## config.mk

```make
export PLATFORM = sky130hd
export DESIGN_NAME = mem_arbiter
export DESIGN_NICKNAME = d
export VERILOG_FILES = /design/src/rtl/cpu_types_pkg.sv /design/src/rtl/mem_arbiter.sv
export SDC_FILE = /design/constraint.sdc
export NUM_CORES = 1
export LEC_CHECK = 0
export ABC_CLOCK_PERIOD_IN_PS = 1800
export BUFFER_PORTS_ARGS = -buffer_cell sky130_fd_sc_hd__buf_2
export CAP_MARGIN = 20
export CORE_AREA = 2 2 104 106
export CTS_BUF_LIST = sky130_fd_sc_hd__clkbuf_4 sky130_fd_sc_hd__clkbuf_8 sky130_fd_sc_hd__clkbuf_16
export DETAILED_ROUTE_END_ITERATION = 8
export DIE_AREA = 0 0 106 108
export GPL_TIMING_DRIVEN = 0
export PLACE_DENSITY = 0.67
export SETUP_SLACK_MARGIN = 0.02
export SYNTH_ARGS = -nofsm -noshare
export SYNTH_HDL_FRONTEND = slang
export SYNTH_SLANG_ARGS = --single-unit
```

## constraint.sdc

```tcl
create_clock -name CLK -period 1.8 [get_ports CLK]
set_clock_uncertainty 0.15 [all_clocks]
set_input_delay 0.09 -clock CLK [delete_from_list [all_inputs] [get_ports CLK]]
set_output_delay 0.09 -clock CLK [all_outputs]
set_load 0.01 [all_outputs]
```

## src/rtl/cpu_types_pkg.sv

```systemverilog
// ---------------------------------------------------------------------------
// cpu_types_pkg
// Shared types for the cache/RAM side of the CPU: the data word, the RAM
// handshake state, the memory arbiter's grant states and the word returned
// to a cache when a RAM transaction fails or times out.
// ---------------------------------------------------------------------------
package cpu_types_pkg;

   typedef logic [31:0] word_t;

   // RAM handshake as reported by the RAM model each cycle
   typedef enum logic [1:0] {
      FREE   = 2'b00,
      BUSY   = 2'b01,
      ACCESS = 2'b10,
      ERROR  = 2'b11
   } ramstate_t;

   // Registered grant of the memory arbiter
   typedef enum logic [1:0] {
      IDLE = 2'b00,
      DGNT = 2'b01,
      IGNT = 2'b10
   } arb_state_t;

   // Load value handed back on a RAM error or a timed-out grant
   localparam word_t BADWORD = 32'hBAD1BAD1;

endpackage

```

## src/rtl/mem_arbiter.sv

```systemverilog
// ---------------------------------------------------------------------------
// mem_arbiter
// Memory-side responder for the dcache and icache. Arbitrates word requests
// from both caches onto the single RAM port and returns load data plus the
// wait handshake to whichever cache holds the grant.
//
// Ports:
//   CLK, RST             clock (rising edge), synchronous active-high reset
//   dREN, dWEN           dcache read / write request
//   daddr, dstore        dcache word address and write data
//   dwait, dload         dcache busy flag and read data
//   iREN, iaddr          icache read request and word address
//   iwait, iload         icache busy flag and read data
//   ramREN, ramWEN       RAM read / write strobes
//   ramaddr, ramstore    RAM address and write data
//   ramload, ramstate    RAM read data and handshake state
//   bus_err              sticky flag, set by a RAM error or a timeout
//
// Parameters:
//   STARVE_MAX  consecutive dcache wins allowed while icache waits
//   TIMEOUT     grant cycles allowed before a forced error completion
// ---------------------------------------------------------------------------
module mem_arbiter
   import cpu_types_pkg::*;
#(
   parameter int STARVE_MAX = 4,
   parameter int TIMEOUT    = 255
) (
   input  logic        CLK,
   input  logic        RST,
   input  logic        dREN,
   input  logic        dWEN,
   input  logic [31:0] daddr,
   input  logic [31:0] dstore,
   output logic        dwait,
   output logic [31:0] dload,
   input  logic        iREN,
   input  logic [31:0] iaddr,
   output logic        iwait,
   output logic [31:0] iload,
   output logic        ramREN,
   output logic        ramWEN,
   output logic [31:0] ramaddr,
   output logic [31:0] ramstore,
   input  logic [31:0] ramload,
   input  logic [1:0]  ramstate,
   output logic        bus_err
);

   localparam int TW = $clog2(TIMEOUT + 1);
   localparam int SW = $clog2(STARVE_MAX + 1);

   arb_state_t    state;
   arb_state_t    next_state;
   logic [SW-1:0] starve_cnt;
   logic [SW-1:0] next_starve;
   logic [TW-1:0] tmo_cnt;
   logic          dreq;
   logic          greq;
   logic          done;
   logic          fail;

   // Completion qualifiers for the current grant. A dropped request is an
   // abort and takes priority over anything the RAM reports, so an aborted
   // grant never produces a completion pulse.
   always_comb begin
      dreq = dREN | dWEN;
      greq = 1'b0;
      case (state)
         DGNT:    greq = dreq;
         IGNT:    greq = iREN;
         default: greq = 1'b0;
      endcase
      fail = greq && ((ramstate == ERROR) || (tmo_cnt == TW'(TIMEOUT)));
      done = greq && ((ramstate == ACCESS) || fail);
   end

   // Arbitration and grant release. The dcache normally wins a tie, but once
   // it has won STARVE_MAX times in a row against a waiting icache, the
   // icache is forced through. Every grant returns to IDLE, which gives the
   // bubble cycle that keeps a stale request from being served twice.
   always_comb begin
      next_state  = state;
      next_starve = starve_cnt;
      case (state)
         IDLE: begin
            if (dreq && iREN) begin
               if (starve_cnt == SW'(STARVE_MAX)) begin
                  next_state  = IGNT;
                  next_starve = '0;
               end else begin
                  next_state  = DGNT;
                  next_starve = starve_cnt + 1'b1;
               end
            end else if (dreq) begin
               next_state  = DGNT;
               next_starve = '0;
            end else if (iREN) begin
               next_state  = IGNT;
               next_starve = '0;
            end else begin
               next_starve = '0;
            end
         end
         DGNT, IGNT: begin
            if (!greq || done) begin
               next_state = IDLE;
            end
         end
         default: next_state = IDLE;
      endcase
   end

   // Registered grant, starvation counter, timeout counter and sticky error.
   // The timeout counter only runs while a grant is held across cycles and
   // is cleared whenever the arbiter goes back to IDLE.
   always_ff @(posedge CLK) begin
      if (RST) begin
         state      <= IDLE;
         starve_cnt <= '0;
         tmo_cnt    <= '0;
         bus_err    <= 1'b0;
      end else begin
         state      <= next_state;
         starve_cnt <= next_starve;
         if ((state != IDLE) && (next_state != IDLE)) begin
            tmo_cnt <= tmo_cnt + 1'b1;
         end else begin
            tmo_cnt <= '0;
         end
         if (fail) begin
            bus_err <= 1'b1;
         end
      end
   end

   // RAM port and cache responses. RAM signals follow the granted cache's
   // live inputs combinationally; the non-granted cache always sees wait=1
   // and load=0. Everything is forced quiet while reset is asserted, since
   // the registered state may still hold an old grant in that cycle.
   always_comb begin
      dwait    = 1'b1;
      iwait    = 1'b1;
      dload    = '0;
      iload    = '0;
      ramREN   = 1'b0;
      ramWEN   = 1'b0;
      ramaddr  = '0;
      ramstore = '0;
      if (!RST) begin
         case (state)
            DGNT: begin
               if (dreq) begin
                  ramaddr  = daddr;
                  ramWEN   = dWEN;
                  ramREN   = dREN & ~dWEN;
                  ramstore = dWEN ? dstore : '0;
               end
               if (done) begin
                  dwait = 1'b0;
                  dload = fail ? BADWORD : (dWEN ? '0 : ramload);
               end
            end
            IGNT: begin
               if (iREN) begin
                  ramREN  = 1'b1;
                  ramaddr = iaddr;
               end
               if (done) begin
                  iwait = 1'b0;
                  iload = fail ? BADWORD : ramload;
               end
            end
            default: ;
         endcase
      end
   end

endmodule
```

# Word-level counts from Yosys, hierarchy flattened
# Index checks and enable logic that the tools add are counted.
totals:
  regBits: 14
  inputBits: 135
  output_inout_bits: 133
  wordCells: 67
op_classes:
  n_addsub: 2
  n_eq_ne: 6
  muxes: 38
  bitwise: 4
  reduce_logical: 13
op_table:
  columns: ["cell", "n"]
  rows:
  - ["two-way mux 32 bit", 16]
  - ["one-hot mux 32 bit (2 select lines)", 1]
  - ["two-way mux 1 bit", 11]
  - ["two-way mux 2 bit", 5]
  - ["adder 8 x 1 -> 8 bit (second input constant)", 1]
  - ["equality test 8 bit (second input constant)", 1]
  - ["equality test 2 bit (second input constant)", 3]
  - ["two-way mux 3 bit", 2]
  - ["logical AND 1 bit", 4]
  - ["one-hot mux 1 bit (2 select lines)", 2]
  - ["one-hot mux 2 bit (2 select lines)", 1]
  - ["nonzero test 2 bit", 2]
  - ["OR reduction 2 bit", 2]
  - ["adder 3 x 1 -> 3 bit (second input constant)", 1]
  - ["equality test 3 bit (second input constant)", 1]
  - ["logical OR 1 bit", 3]
  - ["equality test 2 x 1 -> 1 bit (second input constant)", 1]
  - ["logical NOT 2 bit", 1]
  - ["NOT 1 bit", 2]
  - ["bitwise AND 1 bit", 1]
  - ["logical NOT 1 bit", 1]
  - ["OR 1 bit", 1]

# Longest topological paths before layout
depth:
  depth_word: 12
  depth_mapped: 9
  ltp_nobuf: 6

# Worst setup path before layout
# OpenSTA, ideal clock, no wires.
synth_timing:
  path_kind: "register -> output"
  startpoint: "register state[0]"
  endpoint: "output dload[15]"
  arrival_time_ns: 1.855
  required_ns: 1.560
  slack_ns: -0.295
  stages_incl_launch_ff: 9
  n_path_buf: 2
  path_cell_list: "dfxtp_1 -> inv_1 -> ha_1 -> nand2b_1 -> clkbuf_1 -> a21oi_4 -> o211ai_2 -> buf_2 -> a21oi_1"
synth_between:
  elab_chain_cells: 8
  word_cells_on_any_way: 10
  cone_classes: "2 x eq/ne; 5 x mux; 3 x reduce/logical"
synth_rtl:
  columns: ["element", "line", "rtl"]
  rows:
  - ["start: declaration", "mem_arbiter.sv:53", "arb_state_t state;"]
  - ["start signal: assignment", "mem_arbiter.sv:124", "state <= next_state;"]
  - ["equality test 2 bit or equality test 2 x 1 -> 1 bit (tied branches)", "mem_arbiter.sv:69, mem_arbiter.sv:151", null]
  - ["one-hot mux 1 bit (2 select lines)", "mem_arbiter.sv:69", "case (state)"]
  - ["logical AND 1 bit", "mem_arbiter.sv:74", "fail = greq && ((ramstate == ERROR) || (tmo_cnt == TW'(TIMEOUT)));"]
  - ["logical OR 1 bit", "mem_arbiter.sv:75", "done = greq && ((ramstate == ACCESS) || fail);"]
  - ["logical AND 1 bit", "mem_arbiter.sv:75", null]
  - ["two-way mux 32 bit", "mem_arbiter.sv:159", "if (done) begin"]
  - ["two-way mux 32 bit (*)", "mem_arbiter.sv:151", "case (state)"]
  - ["two-way mux 32 bit (*)", "mem_arbiter.sv:150", "if (!RST) begin"]
  - ["end: declaration", "mem_arbiter.sv:36", "output logic [31:0] dload,"]
# Mark *: on every way between the ends. The rest lies on a longest branch, timed or not.

# Final worst setup path
layout_timing:
  startpoint: "register tmo_cnt[0]"
  endpoint: "output iload[0]"
layout_between:
  elab_chain_cells: 8
  word_cells_on_any_way: 9
  cone_classes: "1 x eq/ne; 4 x mux; 4 x reduce/logical"
layout_rtl:
  columns: ["element", "line", "rtl"]
  rows:
  - ["start: declaration", "mem_arbiter.sv:57", "logic [TW-1:0] tmo_cnt;"]
  - ["start signal: assignment", "mem_arbiter.sv:127", "tmo_cnt <= tmo_cnt + 1'b1;"]
  - ["equality test 8 bit (*)", "mem_arbiter.sv:74", null]
  - ["logical OR 1 bit (*)", "mem_arbiter.sv:74", null]
  - ["logical AND 1 bit (*)", "mem_arbiter.sv:74", null]
  - ["logical OR 1 bit", "mem_arbiter.sv:75", null]
  - ["logical AND 1 bit", "mem_arbiter.sv:75", null]
  - ["two-way mux 32 bit (*)", "mem_arbiter.sv:169", "if (done) begin"]
  - ["two-way mux 32 bit (*)", "mem_arbiter.sv:151", null]
  - ["two-way mux 32 bit (*)", "mem_arbiter.sv:150", null]
  - ["end: declaration", "mem_arbiter.sv:40", "output logic [31:0] iload,"]
# Marked as above.

==> key figures <==
Outcome
  – Status: complete, but fails checks
  – Failing checks: hold timing, setup timing

Global routing
  – First-pass GRT wire length: 16000 µm
  – Vias in the first global route: 3510
  – Gr usage total: 0.168
  – Initial antenna violation count: 0
  – Largest net degree at the start of global routing: 11
  – Aggregate global routing overflow: 0

Final layout
  – Area growth, synth to finish: 156%
  – Inserted Diodes: 0
  – Fillers: 907
  – Ratio of cells with drive above 1 in the final layout: 0.746
  – Nets: 785
  – Final instance area: 5420 µm²

Synthesis
  – Syn Inst Count: 320
  – Cell taking the most area after synthesis: dfxtp_1
  – Top cells by area, synth: dfxtp_1, nor2_1, a22oi_1
  – Synth Net Count: 463
  – Synth top cells by count: nor2_1, nand2b_1, and2_1
  – Asr flop ratio synth: 0
  – Synth cell types: 38
  – Share of the synthesized area in the top cell type: 0.132
  – Sequential share of the synthesized area: 0.132
  – Post-synth EDFFs: 0
  – Mapped cell area: 2120 µm²
  – Post-synth top flop: dfxtp_1
  – Syn Area/Cell: 6.62 µm²
  – Syn. warnings: 0
  – Cell with the most instances after synthesis: nor2_1
  – Synth Register Bits: 14

Power
  – Cell Int Power: 0.981 mW
  – VDD IR-drop max: 201 µV
  – Pleak: 2.58 nW
  – Cell area power density: 275 nW/µm²
  – Register share of total power: 0.218
  – Net Sw Frac: 0.343
  – P_sw: 0.511 mW
  – Clk pwr share: 0.201
  – Logic pwr share: 0.581

Critical path
  – CP Capture Type: primary output
  – Reg2Reg Setup Slack: 0.11 ns
  – Worst endpoint required time: 1.56 ns
  – Worst r2r dst: tmo_cnt[2]$_SDFF_PP0_
  – Worst Setup SP: tmo_cnt[0]$_SDFF_PP0_
  – Worst Path Max Fanout: 7
  – Critical Path AT: 1.91 ns
  – Crit Reg-Reg Startpoint: tmo_cnt[0]$_SDFF_PP0_
  – Cells on worst reg2reg path: 8
  – Crit path to: iload[0]
  – Crit Path Class: reg2out
  – Startpoint types: register

Min path
  – Hold crit path type: in2reg

Timing
  – Crit share post-route: 1.20
  – Final setup violation count: 129
  – Slew Viols, Final: 0
  – Unrepaired setup endpoints after global routing: true
  – Worst Max-Slew Pin Slew: 0.344 ns
  – Worst slew margin: 0.771
  – Peak Freq: 465 MHz
  – Final Hold Viols: 1
  – Final WS setup: -0.352 ns
  – Worst hold margin: -0.0251 ns
  – Min cycle time layout: 2.15 ns

Placement
  – Gp weighted congestion: 0.808
  – I/O Buffers: 266
  – DP HPWL: 8030 µm
  – Placed instance area: 3810 µm²

Clocking
  – Clock sinks: 14
  – TritonCTS clock tree: yes
  – Total CTS buffers: 3
  – Max clock buf depth: 2
  – H-Tree Depth: 1
  – CTS clock-pin slew for the worst setup and hold paths: 0.06 ns
  – Root buffer cell: clkbuf_8
  – Clk Latency, worst-skew pair: 0.24 ns

Drt
  – Routed vias/inst: 4.63
  – DRC: 0
  – Routed WL: 11300 µm
  – Routed vias: 3597
  – Drt pass-1 iters: 4
  – Antenna-violating nets left: 0
  – Avg WL per Cell: 14.6 µm
  – DR iter-0 viols: 153

Floorplanning
  – Die ar.: 11400 µm²
  – # rows: 37
  – Die H: 108 µm
  – Starting Density: 0.207
  – Die X: 106 µm
  – Core area: 10200 µm²
  – I/O pin total: 268

Run
  – Maximum Capacitance Violations: 0
metrics by stage:
step / total power, mW / worst slack [ns] / instances / util / setup TNS [ns]
5_1_grt: 1.58 / -0.438 / 777 / 0.530 / -35.35
3_5_place_dp: 0.862 / -0.458 / 722 / 0.372 / -37.12
2_1_floorplan: 0.606 / -0.112 / 320 / - / -3.56
3_3_place_gp: 0.847 / -0.424 / 722 / 0.372 / -31.27
4_1_cts: 1.37 / -0.396 / 764 / 0.466 / -35.84
6_report: 1.49 / -0.352 / 777 / 0.530 / -24.68
worst max-delay path: stages (launching register included):
cell and delay (ns):
dfxtp_4 0.36, ha_4 0.13, and4_4 0.23, and4_4 0.30
o211a_1 0.16, buf_6 0.13, buf_12 0.12, o21a_1 0.12
buf_2 0.12
power by group through the flow:
stage / Clock (mW) / Sequential [mW] / Combinational [mW]
2_1_floorplan: 0 / 0.332 / 0.273
3_3_place_gp: 0 / 0.333 / 0.514
3_5_place_dp: 0 / 0.334 / 0.528
4_1_cts: 0.313 / 0.324 / 0.732
5_1_grt: 0.330 / 0.327 / 0.927
6_report: 0.301 / 0.326 / 0.867
cell usage in the layout, fill, tap and decap left out, types with 5 or more instances in the layout:
cell	synthesis	routed
a21oi_1	22	5
a21oi_2	2	18
a22oi_2	0	32
and2_4	0	31
buf_12	1	8
buf_2	6	221
buf_4	2	19
buf_6	3	68
buf_8	0	14
clkbuf_16	0	8
clkbuf_8	0	6
dfxtp_1	14	8
ha_4	0	5
nand2b_1	35	34
nand4_1	6	6
nor2_1	74	47
nor2_2	1	13
nor2_4	0	15
o21a_1	18	18
sequential cells by signal, indices dropped and copies added (netlist names):
signal      cells
bus_err         1
starve_cnt      3
state           2
tmo_cnt         8
how the worst min path moves through the flow:
stage                                 endpoint  start  depth (start not counted)
finish              starve_cnt[1]$_SDFFE_PP0P_    RST                          2
global route        starve_cnt[1]$_SDFFE_PP0P_    RST                          2
CTS                 starve_cnt[0]$_SDFFE_PP0P_    RST                          2
detailed placement  starve_cnt[0]$_SDFFE_PP0P_    RST                          2
global placement    starve_cnt[0]$_SDFFE_PP0P_    RST                          2
floorplan           starve_cnt[0]$_SDFFE_PP0P_    RST                          1
cell type report:
class                      instances  area [µm²]  area share
inverter                           7        33.8     0.00623
tap                              136         170      0.0314
buffer                            22         317      0.0584
multi-input combinational        271        2220       0.410
sequential                        14         295      0.0545
clock buffer                       4        55.1      0.0102
timing repair buffer             323        2330       0.429
repair_timing:
action,4_1_cts,5_1_grt
hold endpoints to repair,3,1
buffers inserted,31,11
setup endpoints to repair,139,141
hold buffers,1,2
cloned,8,5
gates resized for setup,129,125
pin swaps,28,72
cell families after synthesis:
logic type / Yosys count / synth area share
buffers and inverters: 35 / 0.0875
adder cells (fa/ha/maj): 8 / 0.0473
AND/OR/NAND/NOR: 166 / 0.400
AO/OA/AOI/OAI: 91 / 0.308
flip-flops: 14 / 0.132
XOR/XNOR: 6 / 0.0248
metal layers:
metal	share of wire	global-route usage	routed length (µm)
met5	0	0	0
met4	0.0094	0.0329	106
met3	0.069	0.0253	783
met2	0.56	0.352	6320
met1	0.36	0.176	4120
Power figures use the tool's default switching activity.
